--- src/rtl/dsp_mac_sequencer_if.sv ---
// Operand stream interface for dsp_mac_sequencer.
//   in_valid : producer has an operand pair on in_a/in_b
//   in_a     : signed 18-bit operand A
//   in_b     : signed 18-bit operand B
//   in_ready : sequencer accepts the pair this cycle
// master = operand producer, slave = sequencer.
interface dsp_mac_sequencer_if;
    logic        in_valid;
    logic [17:0] in_a;
    logic [17:0] in_b;
    logic        in_ready;

    modport master (output in_valid, output in_a, output in_b, input in_ready);
    modport slave  (input in_valid, input in_a, input in_b, output in_ready);
endinterface

--- src/rtl/dsp_mac_sequencer.sv ---
// Control FSM that runs one DSP48A1 slice (A1REG=B1REG=MREG=PREG=OPMODEREG=1,
// CARRYINSEL=OPMODE5) as a signed multiply-accumulate engine.
// Ports:
//   CLK, RST_N          clock, asynchronous active-low reset
//   start, len, abort   job control (start/len sampled in IDLE)
//   in_if               operand stream (slave side)
//   dsp_a/b, dsp_opmode, dsp_ce*, dsp_rst*   slice controls
//   dsp_p, dsp_carryout slice outputs
//   result, result_valid, overflow, busy     job result and status
module dsp_mac_sequencer #(
    parameter int unsigned LEN_W      = 8,
    parameter bit          USE_C_INIT = 1'b0
) (
    input  logic                 CLK,
    input  logic                 RST_N,
    input  logic                 start,
    input  logic [LEN_W-1:0]     len,
    input  logic                 abort,
    dsp_mac_sequencer_if.slave   in_if,
    output logic [17:0]          dsp_a,
    output logic [17:0]          dsp_b,
    output logic [7:0]           dsp_opmode,
    output logic                 dsp_cea,
    output logic                 dsp_ceb,
    output logic                 dsp_cem,
    output logic                 dsp_ceopmode,
    output logic                 dsp_cep,
    output logic                 dsp_rstm,
    output logic                 dsp_rstp,
    input  logic [47:0]          dsp_p,
    input  logic                 dsp_carryout,
    output logic [47:0]          result,
    output logic                 result_valid,
    output logic                 overflow,
    output logic                 busy
);

    // First pair loads Z=0 or Z=C; later pairs accumulate Z=P, X=M.
    localparam logic [7:0] OPM0    = USE_C_INIT ? 8'h0D : 8'h01;
    localparam logic [7:0] OPM_ACC = 8'h09;

    typedef enum logic [1:0] {S_IDLE, S_RUN, S_DRAIN, S_DONE} state_t;

    state_t             state, state_nx;
    logic [LEN_W-1:0]   len_q;
    logic [LEN_W-1:0]   count;
    logic [7:0]         opmode_q;
    logic               rst_q;
    logic [47:0]        result_q;
    logic               ovf_q;
    // Tag pipe: t1 = M stage (CEM), t2 = P stage (CEP), t3 = P/CARRYOUT readable.
    logic               t1_v, t1_last, t2_v, t2_last, t3_v, t3_last;

    logic               accept;
    logic               last_acc;
    logic               abort_hit;

    assign abort_hit = abort && (state == S_RUN || state == S_DRAIN);
    assign accept    = (state == S_RUN) && in_if.in_valid;
    // Compare against len-1 so len = 2**LEN_W-1 never needs count to wrap.
    assign last_acc  = accept && (count == len_q - LEN_W'(1));

    always_ff @(posedge CLK or negedge RST_N) begin
        if (!RST_N) begin
            state <= S_IDLE;
        end else begin
            state <= state_nx;
        end
    end

    always_comb begin
        state_nx = state;
        case (state)
            S_IDLE: begin
                if (start) begin
                    state_nx = (len != '0) ? S_RUN : S_DONE;
                end
            end
            S_RUN: begin
                if (abort_hit) begin
                    state_nx = S_IDLE;
                end else if (last_acc) begin
                    state_nx = S_DRAIN;
                end
            end
            S_DRAIN: begin
                // Last tag is in t3 when t1/t2 are empty; result lands this edge.
                if (abort_hit) begin
                    state_nx = S_IDLE;
                end else if (!t1_v && !t2_v) begin
                    state_nx = S_DONE;
                end
            end
            S_DONE: begin
                state_nx = S_IDLE;
            end
            default: begin
                state_nx = S_IDLE;
            end
        endcase
    end

    always_ff @(posedge CLK or negedge RST_N) begin
        if (!RST_N) begin
            len_q    <= '0;
            count    <= '0;
            opmode_q <= '0;
            rst_q    <= 1'b1;
            result_q <= '0;
            ovf_q    <= 1'b0;
            t1_v     <= 1'b0;
            t1_last  <= 1'b0;
            t2_v     <= 1'b0;
            t2_last  <= 1'b0;
            t3_v     <= 1'b0;
            t3_last  <= 1'b0;
        end else begin
            rst_q <= abort_hit;

            if (state == S_IDLE && start) begin
                len_q <= len;
                count <= '0;
                ovf_q <= 1'b0;
                if (len == '0) begin
                    result_q <= '0;
                end
            end

            if (accept && !abort_hit) begin
                count    <= count + LEN_W'(1);
                opmode_q <= (count == '0) ? OPM0 : OPM_ACC;
            end

            if (abort_hit) begin
                t1_v    <= 1'b0;
                t1_last <= 1'b0;
                t2_v    <= 1'b0;
                t2_last <= 1'b0;
                t3_v    <= 1'b0;
                t3_last <= 1'b0;
            end else begin
                t1_v    <= accept;
                t1_last <= last_acc;
                t2_v    <= t1_v;
                t2_last <= t1_last;
                t3_v    <= t2_v;
                t3_last <= t2_last;
            end

            if (t3_v && !abort_hit) begin
                ovf_q <= ovf_q | dsp_carryout;
                if (t3_last) begin
                    result_q <= dsp_p;
                end
            end
        end
    end

    assign in_if.in_ready = (state == S_RUN);
    assign dsp_a          = in_if.in_a;
    assign dsp_b          = in_if.in_b;
    assign dsp_opmode     = opmode_q;
    assign dsp_cea        = accept;
    assign dsp_ceb        = accept;
    assign dsp_cem        = t1_v;
    assign dsp_ceopmode   = t1_v;
    assign dsp_cep        = t2_v;
    assign dsp_rstm       = rst_q;
    assign dsp_rstp       = rst_q;
    assign result         = result_q;
    assign result_valid   = (state == S_DONE);
    assign overflow       = ovf_q;
    assign busy           = (state != S_IDLE);

endmodule

--- src/flat_wrapper.sv ---
// flat-port wrapper written by rule: the top's interface ports become plain ports
module dsp_mac_sequencer_flat 
#(
    parameter int unsigned LEN_W      = 8,
    parameter bit          USE_C_INIT = 1'b0
)
  (CLK, RST_N, start, len, abort, dsp_a, dsp_b, dsp_opmode, dsp_cea, dsp_ceb, dsp_cem, dsp_ceopmode, dsp_cep, dsp_rstm, dsp_rstp, dsp_p, dsp_carryout, result, result_valid, overflow, busy, in_if_in_valid, in_if_in_a, in_if_in_b, in_if_in_ready);
  dsp_mac_sequencer_if in_if_i ();
  input  logic CLK;
  input  logic RST_N;
  input  logic start;
  input  logic [LEN_W-1:0] len;
  input  logic abort;
  output logic [17:0] dsp_a;
  output logic [17:0] dsp_b;
  output logic [7:0] dsp_opmode;
  output logic dsp_cea;
  output logic dsp_ceb;
  output logic dsp_cem;
  output logic dsp_ceopmode;
  output logic dsp_cep;
  output logic dsp_rstm;
  output logic dsp_rstp;
  input  logic [47:0] dsp_p;
  input  logic dsp_carryout;
  output logic [47:0] result;
  output logic result_valid;
  output logic overflow;
  output logic busy;
  input wire logic [$bits(in_if_i.in_valid)-1:0] in_if_in_valid;
  input wire logic [$bits(in_if_i.in_a)-1:0] in_if_in_a;
  input wire logic [$bits(in_if_i.in_b)-1:0] in_if_in_b;
  output wire logic [$bits(in_if_i.in_ready)-1:0] in_if_in_ready;
  assign in_if_i.in_valid = in_if_in_valid;
  assign in_if_i.in_a = in_if_in_a;
  assign in_if_i.in_b = in_if_in_b;
  assign in_if_in_ready = in_if_i.in_ready;
  dsp_mac_sequencer #(.LEN_W(LEN_W), .USE_C_INIT(USE_C_INIT)) u_core (.CLK(CLK), .RST_N(RST_N), .start(start), .len(len), .abort(abort), .in_if(in_if_i), .dsp_a(dsp_a), .dsp_b(dsp_b), .dsp_opmode(dsp_opmode), .dsp_cea(dsp_cea), .dsp_ceb(dsp_ceb), .dsp_cem(dsp_cem), .dsp_ceopmode(dsp_ceopmode), .dsp_cep(dsp_cep), .dsp_rstm(dsp_rstm), .dsp_rstp(dsp_rstp), .dsp_p(dsp_p), .dsp_carryout(dsp_carryout), .result(result), .result_valid(result_valid), .overflow(overflow), .busy(busy));
endmodule
--- config.mk ---
export PLATFORM = sky130hd
export DESIGN_NAME = dsp_mac_sequencer_flat
export DESIGN_NICKNAME = d
export VERILOG_FILES = /design/src/rtl/dsp_mac_sequencer_if.sv /design/src/rtl/dsp_mac_sequencer.sv /design/src/flat_wrapper.sv
export SDC_FILE = /design/constraint.sdc
export NUM_CORES = 1
export LEC_CHECK = 0
export BUFFER_PORTS_ARGS = -buffer_cell sky130_fd_sc_hd__buf_2
export CAP_MARGIN = 20
export CORE_MARGIN = 3
export CORE_UTILIZATION = 44
export CTS_CLUSTER_SIZE = 24
export DETAILED_ROUTE_END_ITERATION = 10
export PLACE_DENSITY = 0.84
export SYNTH_ARGS = -nofsm -noshare
export SYNTH_HDL_FRONTEND = slang
export SYNTH_SLANG_ARGS = --single-unit
--- constraint.sdc ---
create_clock -name CLK -period 2.55 [get_ports CLK]
set_input_delay 0.255 -clock CLK [delete_from_list [all_inputs] [get_ports CLK]]
set_output_delay 0.255 -clock CLK [all_outputs]
set_load 0.02 [all_outputs]
Word level (Yosys, flattened, before mapping)
Index checks and enable logic that the tools add are counted.
- word-level logic and storage cells: 64
- input port bits: 98
- flip-flop bits (word level): 82
- output and inout bits: 103
- eq/ne operators: 7
- $add $sub $neg: 2
- muxes and demuxes: 22
- reductions and logical operators: 19
- bitwise logic cells: 1
- operators with widths (cell ; count):
    $mux 48 ; 4
    $logic_not 8->1 ; 2
    $mux 8 ; 2
    $mux 2 ; 6
    $add 8x1->8 const B ; 1
    $eq 8x8->1 ; 1
    $mux 1 ; 8
    $pmux 2 s4 ; 1
    $reduce_bool 8->1 ; 1
    $sub 8x1->8 const B ; 1
    $logic_and 1x1->1 ; 7
    $reduce_bool 2->1 ; 3
    $eq 2x2->1 const B ; 2
    $mux 4 ; 1
    $logic_not 1->1 ; 3
    $ne 3x1->1 const B ; 1
    $ne 3x2->1 const B ; 1
    $reduce_and 3->1 ; 1
    $eq 2x1->1 const B ; 1
    $logic_not 2->1 ; 1
    $ne 2x2->1 const B ; 1
    $logic_or 1x1->1 ; 1
    $or 1x1->1 ; 1

Depth between registers and ports, before layout
- word-level depth: 6
- gate-level depth with buffers: 9
- depth with buffers taken out: 8

Worst setup path before layout
Ideal clock, no wire load.
- kind: flip-flop to flip-flop
- from: register u_core.state[0]
- to: register u_core.result_q[27] (netlist: u_core.result[27])
- library setup time: 0.066 ns
- data arrival time: 1.937 ns
- required time: 2.484 ns
- clock period less this slack: 2.002 ns
- path buffers: 3
- slack: 0.548 ns
- stages on the path, launching flop included: 9
- cells stage by stage: dfrtp_1 > inv_1 > ha_1 > nand2_1 > and3_1 > clkbuf_1 > clkbuf_1 > clkbuf_1 > a22o_1
- word-level cells in the longest chain between the ends: 6
- elaborated cells on any way between the ends: 11
- those cells by class: eq/ne: 2; mux: 3; reduce/logical: 6
- ends and longest elaborated chain (item ; line ; RTL):
    from (decl) ; dsp_mac_sequencer.sv:44 ; state_t state, state_nx;
    from (signal assigned) ; dsp_mac_sequencer.sv:67 ; state <= state_nx;
    $eq 2x1->1 / $eq 2x2->1 (equally long branches) ; dsp_mac_sequencer.sv:58 ; assign abort_hit = abort && (state == S_RUN || state == S_DRAIN);
    $logic_or 1x1->1 ; dsp_mac_sequencer.sv:58 ;
    $logic_and 1x1->1 ; dsp_mac_sequencer.sv:58 ;
    $logic_not 1->1 ; dsp_mac_sequencer.sv:150 ; if (t3_v && !abort_hit) begin
    $logic_and 1x1->1 ; dsp_mac_sequencer.sv:150 ;
    $mux 48 (*) ; dsp_mac_sequencer.sv:150 ;
    to (signal assigned) ; dsp_mac_sequencer.sv:153 ; result_q <= dsp_p;
    to (decl) ; dsp_mac_sequencer.sv:49 ; logic [47:0] result_q;
Every way passes the cells marked *; elsewhere a longest branch is shown, timed or not.
A chain may end at the register's enable or synchronous reset.

Worst setup path after layout
- from: register u_core.state[1]
- to: register u_core.count[2]
- word-level cells in the longest chain between the ends: 6
- elaborated cells on any way between the ends: 11
- those cells by class: eq/ne: 2; mux: 1; reduce/logical: 8
- ends and longest elaborated chain (item ; line ; RTL):
    $eq 2x1->1 / $eq 2x2->1 (equally long branches) ; dsp_mac_sequencer.sv:58, dsp_mac_sequencer.sv:59 ;
    $logic_or 1x1->1 ; dsp_mac_sequencer.sv:58 ;
    $logic_and 1x1->1 ; dsp_mac_sequencer.sv:58 ;
    $logic_not 1->1 ; dsp_mac_sequencer.sv:129 ; if (accept && !abort_hit) begin
    $logic_and 1x1->1 ; dsp_mac_sequencer.sv:129 ;
    $mux 8 / $reduce_bool 2->1 (equally long branches) ; - ;
    to (signal assigned) ; dsp_mac_sequencer.sv:130 ; count <= count + LEN_W'(1);
    to (decl) ; dsp_mac_sequencer.sv:46 ; logic [LEN_W-1:0] count;
Parallel ways exist; a longest one is shown, timed or not.

==> results.md <==
* Status: finished, final reports clean
* Detail Placement HPWL at 5.58 mm
* Placer Congestion at 0.887
* Routed vias/inst at 5.24
* CTS buffer count at 9
* Sequential share of the synthesized area at 0.533
* CTS max path bufs at 2
* Final hold vios at 0
* Rows at 32
* DR WL/cell at 15.5 um
* Crit path capture type: register
* Max Cap Viol at 0
* Final wirelength at 7.71 mm
* Unrepaired setup endpoints after global routing: no
* Cell area after layout at 0.00416 mm^2
* Die width at 96.1 um
* Die height at 96.1 um
* Synth Register Bits at 76
* Fin crit share at 0.871
* Worst setup margin at 330 ps
* Count of cell types in the netlist at 41
* Area growth syn-to-layout at 16.7%
* Clock Sinks at 76
* Max-slew violations at 0
* Starting DRC count in detailed routing at 75
* Transition time at the pin with the least slew margin at 915 ps
* EDFF count, synth at 0
* Crit Path Category: register to register
* TritonCTS clock tree: done
* Most used DFF post-synth: dfrtp_1
* Peak Freq at 450 MHz
* CTS H-Tree Depth at 3
* CP Data Required Time at 2800 ps
* Ys Warns at 0
* Crit path max fanout at 10
* Vias in the first global route at 2515
* Max IR drop VDD at 301 uV
* Largest net degree at the start of global routing at 77
* Synthesized instance count at 311
* Cts repair resizes at 0
* Global Route Usage Sum at 0.165
* Vias at 2611
* Tmin final at 2220 ps
* Pwr dens at 835 mW/mm^2
* PortBufs at 122
* Post-CTS Setup Inserts at 0
* Share of cells above drive strength 1 at 0.389
* Syn_area_per_cell at 11.5 um^2
* Antenna Cells at 0
* Setup violators final at 0
* Ys async rst share at 1.00
* Arr. time, crit path at 2470 ps
* Drt drc at 0
* Leak pwr at 2.26 nW
* Hold crit path type: input port to asynchronous set/reset pin
* Drt pass-1 iters at 4
* Final TNS setup at 0 ps
* Clock Skew at 8.70 ps
* Initial antenna violation count at 0
* Fin nets at 498
* Die Footprint at 0.00923 mm^2
* Antenna violation net count after detailed routing at 0
* Clk Latency, worst-skew pair at 330 ps
* Pre-CTS setup slack at 357 ps
* I/O pin total at 201
* Synth Cell Area at 0.00357 mm^2
* Hold_buf cts at 0
* Core box area at 0.00781 mm^2
* Initial Util at 0.457
* Grt ovf at 0
* Rel. slew slack at 0.390
* Root Driver: clkbuf_8
* Dpl cell area at 0.00398 mm^2
* First-pass GRT wire length at 11.7 mm
* Crit start category: register
* Clk pin slew, worst setup/hold paths at 80 ps
[layout by cell type, fill, tap and decap left out, types with 3 or more instances in the layout]
cell	n
buf_2	121
a22o_1	48
dfrtp_1	75
nor4_1	3
nand4_1	3
conb_1	6
xor2_1	6
mux2_2	8
nand3_1	5
a21oi_1	6
ha_1	8
o21ai_0	11
inv_1	9
and2_1	5
mux2i_1	3
clkinv_2	3
xnor2_1	5
nand2b_1	4
clkbuf_8	9
nor2_1	14
nand2_1	11
a31oi_1	5
[layer usage]
| metal | global-route usage | wire length (um) | vias up |
|---|---|---|---|
| li1 | - | - | 1216 |
| met1 | 0.210 | 3230 | 1257 |
| met2 | 0.265 | 3810 | 122 |
| met3 | 0.0446 | 575 | 16 |
| met4 | 0.0723 | 97 | 0 |
| met5 | 0 | 0 | - |
[worst paths after layout]
kind / from / to / slack (ps) / cells past startpoint
setup / recovery: u_core.state[1]$_DFFE_PN0P_ / u_core.count[2]$_DFFE_PN0P_ / 330 / 8
hold / removal: RST_N / u_core.len_q[0]$_DFFE_PN0P_ / 50 / 1
setup reg to reg: u_core.state[1]$_DFFE_PN0P_ / u_core.count[2]$_DFFE_PN0P_ / 330 / 8
hold reg to reg: u_core.t2_last$_DFF_PN0_ / u_core.t3_last$_DFF_PN0_ / 470 / 1
max in group asynchronous: RST_N / u_core.result[20]$_DFF_PN0_ / 1900 / 1
min in group CLK: dsp_p[5] / u_core.result[5]$_DFF_PN0_ / 140 / 2
[cells by family after synthesis]
kind of cell / synth area share
compound gates: 0.167
mux: 0.0337
xor+xnor: 0.0270
simple gates: 0.0894
fa+ha+maj: 0.0281
buf+inv: 0.121
other cells: 0.00105
flops: 0.533
[final cells by class]
cell class | count | area, um^2
multi-input cells | 171 | 1270
flip-flops and latches | 76 | 1900
clock buffers | 10 | 128
well taps | 102 | 128
repair buffers | 124 | 641
fillers | 672 | 3640
clock inverters | 5 | 53.8
inverters | 10 | 37.5
[power by group]
part           total, W  internal (W)  switching [W]  leakage, nW
sequential      0.00153       0.00136       0.000171         1.03
clock          0.000865      0.000444       0.000421       0.0959
combinational   0.00108      0.000456       0.000623         1.14
[per-stage QoR]
| step | total power, W | std cells | utilization | hold WS, ps |
|---|---|---|---|---|
| 6_report | 0.00347 | 498 | 0.533 | 50.9 |
| 5_1_grt | 0.00369 | 498 | 0.533 | 108 |
| 4_1_cts | 0.00351 | 498 | 0.533 | 84.6 |
| 3_5_place_dp | 0.00263 | 483 | 0.510 | 457 |
| 3_3_place_gp | 0.00258 | 483 | 0.510 | 438 |
| 2_1_floorplan | 0.00240 | 316 | - | -40.6 |
[critical path, cell delays in order (launching register included)]
cell      delay, ps
dfrtp_1         380
inv_1           100
ha_1            280
nand2_1         160
nand2_1         320
clkinv_1        300
a21oi_1         360
o21ai_0         150
o21ai_0          90
[Yosys cell counts, drive strengths merged (3+ instances only)]
cell type  instances  area [um^2]
a22o              48          420
and3               3         18.8
buf               48          353
nor4               4         40.0
nand3              5         25.0
clkbuf            11         41.3
nand2             11         41.3
nand2b             5         33.8
xnor2              5         43.8
and2               5         31.3
xor2               6         52.6
a21oi              6         30.0
nor2              14         52.6
dfrtp             75         1880
a31oi              5         31.3
nand4              3         18.8
inv                9         33.8
o21ai             11         55.1
mux2               8         90.1
ha                 8          100
mux2i              3         30.0
[flip-flops by register name, summed over array words and instances (netlist names), 2 cells and up]
signal,cells
u_core.len_q,8
u_core.dsp_opmode,2
u_core.result,48
u_core.count,8
u_core.state,2
(Power assumes the default switching activity.)
